[src/rtl/rv32_lsu_pkg.sv]
// Shared definitions for the RV32 load/store unit: FSM states, funct3
// encodings and the request legality/alignment rule.
package rv32_lsu_pkg;

  typedef enum logic [1:0] {
    IDLE = 2'd0,
    REQ  = 2'd1,
    WAIT = 2'd2,
    RESP = 2'd3
  } lsu_state_e;

  localparam logic [2:0] F3_LB  = 3'b000;
  localparam logic [2:0] F3_LH  = 3'b001;
  localparam logic [2:0] F3_LW  = 3'b010;
  localparam logic [2:0] F3_LBU = 3'b100;
  localparam logic [2:0] F3_LHU = 3'b101;
  localparam logic [2:0] F3_SB  = 3'b000;
  localparam logic [2:0] F3_SH  = 3'b001;
  localparam logic [2:0] F3_SW  = 3'b010;

  // True when the request must be rejected without a bus access: an
  // unsupported funct3, or an access not aligned to its own size.
  function automatic logic is_misaligned(input logic       we,
                                         input logic [2:0] funct3,
                                         input logic [1:0] addr_lo);
    logic illegal;
    if (we) illegal = (funct3 > F3_SW);
    else    illegal = (funct3 == 3'b011) || (funct3 == 3'b110) || (funct3 == 3'b111);
    return illegal
        || ((funct3[1:0] == 2'b01) && addr_lo[0])
        || ((funct3[1:0] == 2'b10) && (addr_lo != 2'b00));
  endfunction

endpackage

[src/rtl/rv32_lsu_align.sv]
// Byte-lane steering: byte enables and replicated write data for the bus,
// and lane extraction with sign/zero extension for returned load data.
module rv32_lsu_align
  import rv32_lsu_pkg::*;
(
  input  logic [2:0]  funct3,
  input  logic [1:0]  offset,
  input  logic [31:0] wdata,
  input  logic [31:0] rdata,
  output logic [3:0]  be,
  output logic [31:0] lane_wdata,
  output logic [31:0] load_data
);

  logic [31:0] shifted;

  // Access size comes from funct3[1:0]; loads and stores share the mask.
  always_comb begin
    be         = 4'b0000;
    lane_wdata = wdata;
    case (funct3[1:0])
      2'b00: begin
        be         = 4'b0001 << offset;
        lane_wdata = {4{wdata[7:0]}};
      end
      2'b01: begin
        be         = 4'b0011 << offset;
        lane_wdata = {2{wdata[15:0]}};
      end
      2'b10:   be = 4'b1111;
      default: be = 4'b0000;
    endcase
  end

  // Shift the addressed lane down to bit 0, then extend to 32 bits.
  always_comb begin
    shifted   = rdata >> {offset, 3'b000};
    load_data = '0;
    case (funct3)
      F3_LB:   load_data = {{24{shifted[7]}}, shifted[7:0]};
      F3_LH:   load_data = {{16{shifted[15]}}, shifted[15:0]};
      F3_LW:   load_data = shifted;
      F3_LBU:  load_data = {24'd0, shifted[7:0]};
      F3_LHU:  load_data = {16'd0, shifted[15:0]};
      default: load_data = '0;
    endcase
  end

endmodule

[src/rtl/rv32_lsu.sv]
// RV32I load/store unit: accepts one core request at a time, issues a
// single word-aligned bus access, and returns one response per request.
module rv32_lsu
  import rv32_lsu_pkg::*;
#(
  parameter int TIMEOUT_CYCLES = 255
) (
  input  logic        clk,
  input  logic        rst,
  input  logic        req_valid,
  output logic        req_ready,
  input  logic        req_we,
  input  logic [2:0]  req_funct3,
  input  logic [31:0] req_addr,
  input  logic [31:0] req_wdata,
  output logic        rsp_valid,
  output logic [31:0] rsp_rdata,
  output logic        rsp_misalign,
  output logic        rsp_err,
  output logic        mem_req,
  output logic        mem_we,
  output logic [31:0] mem_addr,
  output logic [3:0]  mem_be,
  output logic [31:0] mem_wdata,
  input  logic        mem_gnt,
  input  logic        mem_rvalid,
  input  logic [31:0] mem_rdata
);

  localparam int CW = $clog2(TIMEOUT_CYCLES + 1);

  lsu_state_e    state;
  logic [CW-1:0] count;
  logic          we_q;
  logic [2:0]    funct3_q;
  logic [31:0]   addr_q;
  logic [31:0]   wdata_q;
  logic [3:0]    be;
  logic [31:0]   lane_wdata;
  logic [31:0]   load_data;
  logic          timeout;

  assign req_ready = (state == IDLE);
  assign timeout   = (count == CW'(TIMEOUT_CYCLES - 1));

  // Bus address/data are held in the request registers, so they stay
  // stable until grant; they read as zero whenever no request is pending.
  assign mem_addr  = mem_req ? {addr_q[31:2], 2'b00} : '0;
  assign mem_be    = mem_req ? be : '0;
  assign mem_wdata = mem_req ? lane_wdata : '0;

  rv32_lsu_align u_align (
    .funct3     (funct3_q),
    .offset     (addr_q[1:0]),
    .wdata      (wdata_q),
    .rdata      (mem_rdata),
    .be         (be),
    .lane_wdata (lane_wdata),
    .load_data  (load_data)
  );

  // Capture the request fields on accept.
  // NOTE: these datapath registers carry no reset; they only reach the
  // outputs through mem_req gating or the reset response registers.
  always_ff @(posedge clk) begin
    if (req_valid && req_ready) begin
      we_q     <= req_we;
      funct3_q <= req_funct3;
      addr_q   <= req_addr;
      wdata_q  <= req_wdata;
    end
  end

  // Request sequencing, timeout counting and registered bus/response outputs.
  // NOTE: all state here uses non-blocking assignments so every branch sees
  // the pre-edge values of count, state and the latched request.
  always_ff @(posedge clk) begin
    if (!rst) begin
      state        <= IDLE;
      count        <= '0;
      mem_req      <= 1'b0;
      mem_we       <= 1'b0;
      rsp_valid    <= 1'b0;
      rsp_rdata    <= '0;
      rsp_misalign <= 1'b0;
      rsp_err      <= 1'b0;
    end else begin
      case (state)
        IDLE: begin
          if (req_valid) begin
            count <= '0;
            if (is_misaligned(req_we, req_funct3, req_addr[1:0])) begin
              state        <= RESP;
              rsp_valid    <= 1'b1;
              rsp_misalign <= 1'b1;
            end else begin
              state   <= REQ;
              mem_req <= 1'b1;
              mem_we  <= req_we;
            end
          end
        end
        REQ: begin
          count <= count + 1'b1;
          if (mem_gnt) begin
            mem_req <= 1'b0;
            mem_we  <= 1'b0;
            if (we_q) begin
              state     <= RESP;
              rsp_valid <= 1'b1;
            end else begin
              state <= WAIT;
            end
          end else if (timeout) begin
            mem_req   <= 1'b0;
            mem_we    <= 1'b0;
            state     <= RESP;
            rsp_valid <= 1'b1;
            rsp_err   <= 1'b1;
          end
        end
        WAIT: begin
          count <= count + 1'b1;
          if (mem_rvalid) begin
            state     <= RESP;
            rsp_valid <= 1'b1;
            rsp_rdata <= load_data;
          end else if (timeout) begin
            state     <= RESP;
            rsp_valid <= 1'b1;
            rsp_err   <= 1'b1;
          end
        end
        RESP: begin
          state        <= IDLE;
          rsp_valid    <= 1'b0;
          rsp_rdata    <= '0;
          rsp_misalign <= 1'b0;
          rsp_err      <= 1'b0;
        end
        default: state <= IDLE;
      endcase
    end
  end

endmodule

[config.mk]
export PLATFORM = sky130hd
export DESIGN_NAME = rv32_lsu
export DESIGN_NICKNAME = d
export VERILOG_FILES = /design/src/rtl/rv32_lsu_pkg.sv /design/src/rtl/rv32_lsu_align.sv /design/src/rtl/rv32_lsu.sv
export SDC_FILE = /design/constraint.sdc
export NUM_CORES = 1
export LEC_CHECK = 0
export BUFFER_PORTS_ARGS = -buffer_cell sky130_fd_sc_hd__clkbuf_2
export CAP_MARGIN = 20
export CORE_MARGIN = 5
export CORE_UTILIZATION = 45
export DETAILED_ROUTE_END_ITERATION = 7
export GPL_TIMING_DRIVEN = 0
export MAX_ROUTING_LAYER = met4
export PLACE_DENSITY = 0.74
export SLEW_MARGIN = 20
export SYNTH_ARGS = -nofsm -noshare
export SYNTH_HDL_FRONTEND = slang
export SYNTH_SLANG_ARGS = --single-unit
[constraint.sdc]
create_clock -name clk -period 3.85 [get_ports clk]
set_clock_uncertainty 0.2 [all_clocks]
set_input_delay 0.385 -clock clk [delete_from_list [all_inputs] [get_ports clk]]
set_output_delay 0.385 -clock clk [all_outputs]
set_load 0.05 [all_outputs]
==> results of run 1 <==
routing by layer:
layer  vias to the layer above  part of all wire (%)
li1                       2497                     -
met3                        39                   8.2
met2                       276                    49
met4                         0                   2.2
met1                      2517                    40
met5                         -                     0
cells in the mapped netlist, types with 2 or more instances:
master                      number  share of area [%]
sky130_fd_sc_hd__nor3b_1         3               0.40
sky130_fd_sc_hd__mux2_2          7                1.4
sky130_fd_sc_hd__o21ai_1         8               0.70
sky130_fd_sc_hd__o2bb2ai_1       6               0.92
sky130_fd_sc_hd__a211oi_1        3               0.40
sky130_fd_sc_hd__xnor2_1         4               0.61
sky130_fd_sc_hd__a221oi_1        2               0.31
sky130_fd_sc_hd__nor4_1          2               0.22
sky130_fd_sc_hd__mux2i_1        32                5.6
sky130_fd_sc_hd__a21boi_0        9                1.2
sky130_fd_sc_hd__buf_4           7               0.92
sky130_fd_sc_hd__dfxtp_1        47                 17
sky130_fd_sc_hd__buf_6           3               0.59
sky130_fd_sc_hd__o221ai_1        2               0.31
sky130_fd_sc_hd__clkbuf_1       20                1.3
sky130_fd_sc_hd__inv_1           9               0.59
sky130_fd_sc_hd__nand2_1        32                2.1
sky130_fd_sc_hd__a22oi_1         9                1.2
sky130_fd_sc_hd__ha_1            6                1.3
sky130_fd_sc_hd__a311oi_1        2               0.31
sky130_fd_sc_hd__nand3_1        12                1.1
sky130_fd_sc_hd__edfxtp_1       68                 36
sky130_fd_sc_hd__a21oi_1        51                4.5
sky130_fd_sc_hd__o21a_1          3               0.40
sky130_fd_sc_hd__nor2b_1        14                1.5
sky130_fd_sc_hd__buf_2           8               0.70
sky130_fd_sc_hd__o211a_1         8                1.4
sky130_fd_sc_hd__nand4_1         2               0.22
sky130_fd_sc_hd__mux4_2          8                3.2
sky130_fd_sc_hd__nand2b_1        2               0.22
sky130_fd_sc_hd__and2_1         56                6.1
sky130_fd_sc_hd__nor3_1          4               0.35
sky130_fd_sc_hd__nor2_1         17                1.1
sky130_fd_sc_hd__o21ai_0        34                3.0
path summary, 6_finish.rpt:
check,startpoint,to,cells past startpoint
worst max-delay path,funct3_q[1]$_DFFE_PP_,mem_wdata[13],6
worst min-delay path,req_addr[0],addr_q[0]$_DFFE_PP_,1
worst max register to register,state[0]$_SDFFE_PN0P_,mem_we$_SDFFE_PN0P_,8
worst min register to register,rsp_rdata[13]$_SDFFE_PN0P_,rsp_rdata[13]$_SDFFE_PN0P_,2
power groups by stage:
stage / Sequential, mW / Combinational, mW / Clock [mW]
after floorplan: 1.76 / 1.05 / 0
after global placement: 1.70 / 1.49 / 0
after detailed placement: 1.69 / 1.54 / 0
after CTS: 1.67 / 1.60 / 1.66
after global routing: 1.69 / 1.73 / 1.73
final: 1.67 / 1.61 / 1.64
registers in the layout, summed over array words and instances, names as in the netlist:
register	cells
rsp_valid	1
wdata_q	32
mem_we	1
state	2
rsp_rdata	32
count	8
rsp_err	1
addr_q	32
we_q	1
funct3_q	3
mem_req	1
rsp_misalign	1
through the flow:
stage | power [mW] | setup TNS (ps) | hold WS (ps) | utilization (%)
after floorplan | 2.81 | 0 | 284 | -
after global placement | 3.19 | -192 | 254 | 55.5
after detailed placement | 3.23 | 0 | 252 | 55.7
after CTS | 4.93 | 0 | 0.430 | 66.0
after global routing | 5.16 | 0 | 5.89 | 66.0
final | 4.92 | 0 | 24.1 | 66.0
final cells by class:
cell class	count	area, um2	share of cell area [%]
buffer	40	220	2.67
clock inverter	13	185	2.24
sequential	115	2980	36.1
timing repair buffer	275	1730	20.9
multi-input combinational	358	2460	29.8
clock buffer	19	433	5.24
tap	172	215	2.60
inverter	9	36.3	0.439
cells by family (layout without fill, tap and decap cells):
group	count (synthesis)	after routing	synth area share, %
other	1	2	0.0658
XOR/XNOR	4	4	0.615
adder cells (fa/ha/maj)	6	6	1.32
AO/OA/AOI/OAI	146	146	16.0
AND/OR/NAND/NOR	152	152	14.8
buffers and inverters	49	356	4.46
flip-flops	115	115	52.4
multiplexers	48	48	10.4
==> metrics, run 1 <==
headroom to the max-slew limit 54.4%; pin count of the biggest net entering global routing 41; share of power burned in registers 34.0%; WP data required 3260 ps; cell-by-cell trace of the critical path buf_2, buf_2, clkbuf_1, o21ai_0, a21boi_0, clkbuf_2; number of clock sinks seen by CTS 115; proportion of synthesized chip area in sequential cells 52.4%; number of buffers created by CTS 17; reg-to-reg setup timing slack 1480 ps; shortest period the worst path allows 2880 ps; routability congestion estimate from global placement 0.936; critical path startpoint category register; result of the run completed; remaining antenna violation count after routing 0; full die area 15000 um2; endpoint type of the worst setup path primary output; Comb power frac 32.7%; maximum frequency from static timing analysis 348 MHz; total length of routed wires 18000 um; prevailing post-synth register cell sky130_fd_sc_hd__edfxtp_1; GR Layer Usage met1 30.5%; switching part of the total power 35.7%; Power Dens Cells 596 nW/um2; P_sw 1.76 mW; WL/cell 18.0 um; first-pass GRT wire length 28200 um; CTS tree built; Placed Cells 902; Hold Fails Final Rpt 0; width of the die 123 um; starting density of the core 45.5%; Final period util 74.7%; number of input and output port buffers inserted 207; number of flip-flops and latches in the synthesized netlist 115; number of nets in the final layout 927; GRT Residual Overflow 0; distinct cell type count after synthesis 55; total setup buffers inserted after CTS 0; antenna violations before repair 0; family of cells with the greatest summed delay on the critical path buffers and inverters; synthesized area per cell 10.9 um2; placeable core region 12500 um2; met2 routing resource usage after global routing 41.4%; final setup margin 974 ps; height of the chip 123 um; share of synthesized registers carrying an async set or reset 0%; number of filler cells placed in the layout 948; actual slew at the worst max-slew pin 665 ps; number of instances resized during post-cts repair 0; GR Util All Layers 25.3%; Max-cap violations 0; clock latency at the later pin of the worst-skew pair 410 ps; area added between synthesis and finish 45.0%; Final Slew Violations 0; number of diodes 0; total non-filler cell area in the finished layout 8260 um2; DRC violation count after routing 0; Tightest Hold Check Type in -> reg; number of hold buffers added after CTS 67; detailed-route vias per instance 5.32; Critical Path AT 2290 ps; cell area after technology mapping 5700 um2; share of final-layout standard cells stronger than drive strength 1 33.8%; iteration-0 DRC count of the detailed router 372; post-placement cell area 6970 um2; cell at the root of the clock tree sky130_fd_sc_hd__clkbuf_16; via count 5329; Slowest Stage Delay on Critical Path 350 ps; Worst IR Drop VDD 0.424 mV; Worst path slowest cell sky130_fd_sc_hd__clkbuf_1; crit path buf inv count 4; post-synthesis instance total 521; num rows 41; iteration count of the initial detailed-routing pass 5; RSZ-0062 raised after global routing no; Clock Pin Slew Worst Setup and Hold Paths 50 ps; total number of yosys warnings 0; final count of negative-setup-slack endpoints 0; cell internal power dissipation 3.16 mW; vias in the first global route 5533; global routing met3 resource utilization 5.76%; most used cell along the critical path sky130_fd_sc_hd__buf_2; leading cell type in the layout, fill and taps excluded sky130_fd_sc_hd__clkbuf_2; Bufs on Longest Clock Path 2; post-placement setup slack 1380 ps; number of non-filler instances in the completed layout 1001; start-to-end type of the worst setup path reg -> out; post-detailed-placement half-perimeter wirelength 12400 um; part of the power in the clock network 33.4%; number of primary I/O pins 211; Pleak 3.57 nW; crit path max fanout 10; commonest non-fill, non-tap cells in the layout sky130_fd_sc_hd__clkbuf_2 (207), sky130_fd_sc_hd__edfxtp_1 (68), sky130_fd_sc_hd__dlygate4sd3_1 (67); busiest layer in global routing met2; maximum level of the CTS H-tree 4; count of flip-flops with a built-in enable after synthesis 68
Power figures use the tool's default switching activity.
==> run 2, diff against run 1 <==
ABC_AREA = 1   (was not set)
clock period = 2.9 ns   (was 3.85 ns; I/O delays follow)
==> run 2 against run 1 <==
  * Die area is 2.2% lower
  * Cell area fell by 1.1%
  * Critical path depth grew 1
  * Total power rose by 59%
  * Register-to-register slack worse by 1300 ps
  * Sequential power grew 34%
  * Sequential cell count is the same
  * Non-clock buffer count fell by 1
==> metrics, run 2 <==
result of the run completed; shortest period the worst path allows 2720 ps; number of input and output port buffers inserted 208 (+0.48%); critical path startpoint category register; total length of routed wires 19600 um (+8.6%); worst hold margin 29.7 ps (+5.56 ps); number of buffers created by CTS 17 (unchanged); full die area 14700 um2 (-2.2%); post-synthesis instance total 686 (+32%); width of the die 121 um (-1.1%); start-to-end type of the worst setup path reg -> reg; reg2reg start state[0]$_SDFFE_PN0P_; Yosys top cell by area sky130_fd_sc_hd__edfxtp_1; starting density of the core 46.1% (+0.57 points); clock latency at the later pin of the worst-skew pair 420 ps (about the same); Final Slew Violations 0 (unchanged); commonest non-fill, non-tap cells in the layout sky130_fd_sc_hd__nand2_1 (216), sky130_fd_sc_hd__clkbuf_2 (209), sky130_fd_sc_hd__dlygate4sd3_1 (69); share of synthesized registers carrying an async set or reset 0% (unchanged); Slowest Stage Delay on Critical Path 590 ps (+240 ps); maximum frequency from static timing analysis 368 MHz; most used cell along the critical path sky130_fd_sc_hd__buf_16; number of clock sinks seen by CTS 115 (unchanged); post-placement cell area 6880 um2 (-1.3%); proportion of synthesized chip area in sequential cells 53.7% (+1.3 points); area fraction of the dominant cell type after synthesis 36.7% (+0.90 points); cell-by-cell trace of the critical path inv_1, ha_2, buf_2, nand2_1, clkinvlp_4, buf_16, buf_16; via count 5949 (+12%); post-detailed-placement half-perimeter wirelength 13100 um (+5.6%); share of final-layout standard cells stronger than drive strength 1 29.0% (-4.8 points); iteration-0 DRC count of the detailed router 472 (+27%); number of filler cells placed in the layout 989 (+4.3%); Final period util 93.7%; prevailing post-synth register cell sky130_fd_sc_hd__edfxtp_1; WL/cell 16.8 um (-6.8%); leading cell type in the layout, fill and taps excluded sky130_fd_sc_hd__nand2_1; number of primary I/O pins 211 (unchanged); Worst IR Drop VDD 0.683 mV (+61%); registers with the most flip-flops addr_q: 32 flops, rsp_rdata: 32 flops, wdata_q: 32 flops; distinct cell type count after synthesis 35 (-36%); Bufs on Longest Clock Path 2 (unchanged); Final Core Density 67.7% (+1.7 points); vias in the first global route 5926 (+7.1%); GRT Residual Overflow 0 (unchanged); maximum level of the CTS H-tree 4 (unchanged); Worst path slowest cell sky130_fd_sc_hd__clkinvlp_4; number of non-filler instances in the completed layout 1166 (+16%); routability congestion estimate from global placement 0.967 (+3.3%); total number of yosys warnings 0 (unchanged); count of flip-flops with a built-in enable after synthesis 68 (unchanged); height of the chip 121 um (-1.1%); headroom to the max-slew limit 53.2% (-1.2 points); Hold Fails Final Rpt 0 (unchanged); crit path max fanout 28 (+18); RSZ-0062 raised after global routing no; final count of negative-setup-slack endpoints 0 (unchanged); Clock Pin Slew Worst Setup and Hold Paths 60 ps (about the same); worst setup path startpoint state[0]$_SDFFE_PN0P_; iteration count of the initial detailed-routing pass 5 (unchanged); CTS tree built; number of diodes 0 (unchanged); total setup buffers inserted after CTS 0 (unchanged); Critical Path AT 2690 ps (+400 ps); actual slew at the worst max-slew pin 700 ps (+35.3 ps); cell at the root of the clock tree sky130_fd_sc_hd__clkbuf_16; total non-filler cell area in the finished layout 8170 um2 (-1.1%); Placed Cells 1065 (+18%); DRC violation count after routing 0 (unchanged); Tightest Hold Check Type in -> reg; antenna violations before repair 0 (unchanged); synthesized area per cell 8.10 um2 (-26%); number of nets in the final layout 1096 (+18%); number of flip-flops and latches in the synthesized netlist 115 (unchanged); first-pass GRT wire length 30200 um (+7.2%); most common library cells after synthesis sky130_fd_sc_hd__nand2_1 (216), sky130_fd_sc_hd__edfxtp_1 (68), sky130_fd_sc_hd__nor2_1 (68), sky130_fd_sc_hd__inv_1 (63), sky130_fd_sc_hd__nand3_1 (51); synth top area cells sky130_fd_sc_hd__edfxtp_1 (37%), sky130_fd_sc_hd__dfxtp_1 (17%), sky130_fd_sc_hd__nand2_1 (15%), sky130_fd_sc_hd__nand3_1 (4.6%), sky130_fd_sc_hd__nor2_1 (4.6%); placeable core region 12100 um2 (-3.6%); Power Dens Cells 956 nW/um2 (+60%); detailed-route vias per instance 5.10 (-4.2%); remaining antenna violation count after routing 0 (unchanged); endpoint type of the worst setup path register; num rows 40 (-2.4%); Max-cap violations 0 (unchanged); pin count of the biggest net entering global routing 29 (-29%); cell area after technology mapping 5560 um2 (-2.4%); WP data required 2870 ps (-390 ps); HP Start mem_gnt; Pleak 3.97 nW (+11%); area added between synthesis and finish 47.0%; GR Util All Layers 27.5% (+2.2 points); count leader, synth sky130_fd_sc_hd__nand2_1
[run 2: cell types whose count changed after synthesis, sizes merged, moves of 14 or more]
cell	delta
nand2	+187
inv	+61
and2	-56
nor2	+55
nand3	+42
mux2i	-32
nor2b	-14
[run 2: worst max-delay path: cells and delay by family (launching register included)]
family,cells,cell delay [ps]
buffers and inverters,5,1460
AND/OR/NAND/NOR,1,180
flip-flops,1,390
adder cells (fa/ha/maj),1,210
[run 2: path summary, 6_finish.rpt]
| path | endpoint | slack (ps) | cells after the start |
|---|---|---|---|
| max | wdata_q[2]$_DFFE_PP_ | 180 | 7 |
| min | state[0]$_SDFFE_PN0P_ | 30 | 3 |
| max reg2reg | wdata_q[2]$_DFFE_PP_ | 180 | 7 |
| min reg2reg | count[4]$_SDFFE_PN0P_ | 260 | 2 |
[run 2: metrics by stage]
step,setup slack (ps),TNS [ps],power (mW)
5_1_grt,76.3,0,8.18
3_5_place_dp,215,0,5.55
2_1_floorplan,20.2,0,4.65
6_report,182,0,7.81
3_3_place_gp,-478,-19190,5.47
4_1_cts,211,0,7.75
[run 2: power breakdown]
group / internal [mW] / switching (mW)
Clock: 1.29 / 0.846
Sequential: 2.08 / 0.145
Combinational: 0.835 / 2.62
[run 2: repair_timing]
| item | 4_1_cts | 5_1_grt |
|---|---|---|
| endpoints found under the hold margin | 73 | 0 |
| endpoints found under the setup margin | 0 | 1 |
| hold buffers | 69 | 0 |
| gates resized for setup | 0 | 2 |
[run 2: cell type report]
cell class / instances / area (um2) / share of cell area (%)
clock buffers: 17 / 425 / 5.21
repair buffers: 279 / 1790 / 21.9
well taps: 168 / 210 / 2.57
plain buffers: 35 / 186 / 2.28
inverters: 70 / 269 / 3.29
flip-flops and latches: 115 / 2980 / 36.5
clock inverters: 15 / 173 / 2.11
multi-input cells: 467 / 2140 / 26.2
[run 2: metal layers]
metal / global-route usage [%] / wire length [um]
met1: 31.0 / 7390
met2: 45.2 / 9700
met3: 8.11 / 1810
met4: 12.7 / 696
met5: - / 0
[run 2: cell families after synthesis]
logic type / after synthesis / synth area share (%)
simple gates: 362 / 27.3
flops: 115 / 53.7
buf+inv: 105 / 8.10
compound gates: 97 / 9.48
fa+ha+maj: 6 / 1.35
other cells: 1 / 0.0675
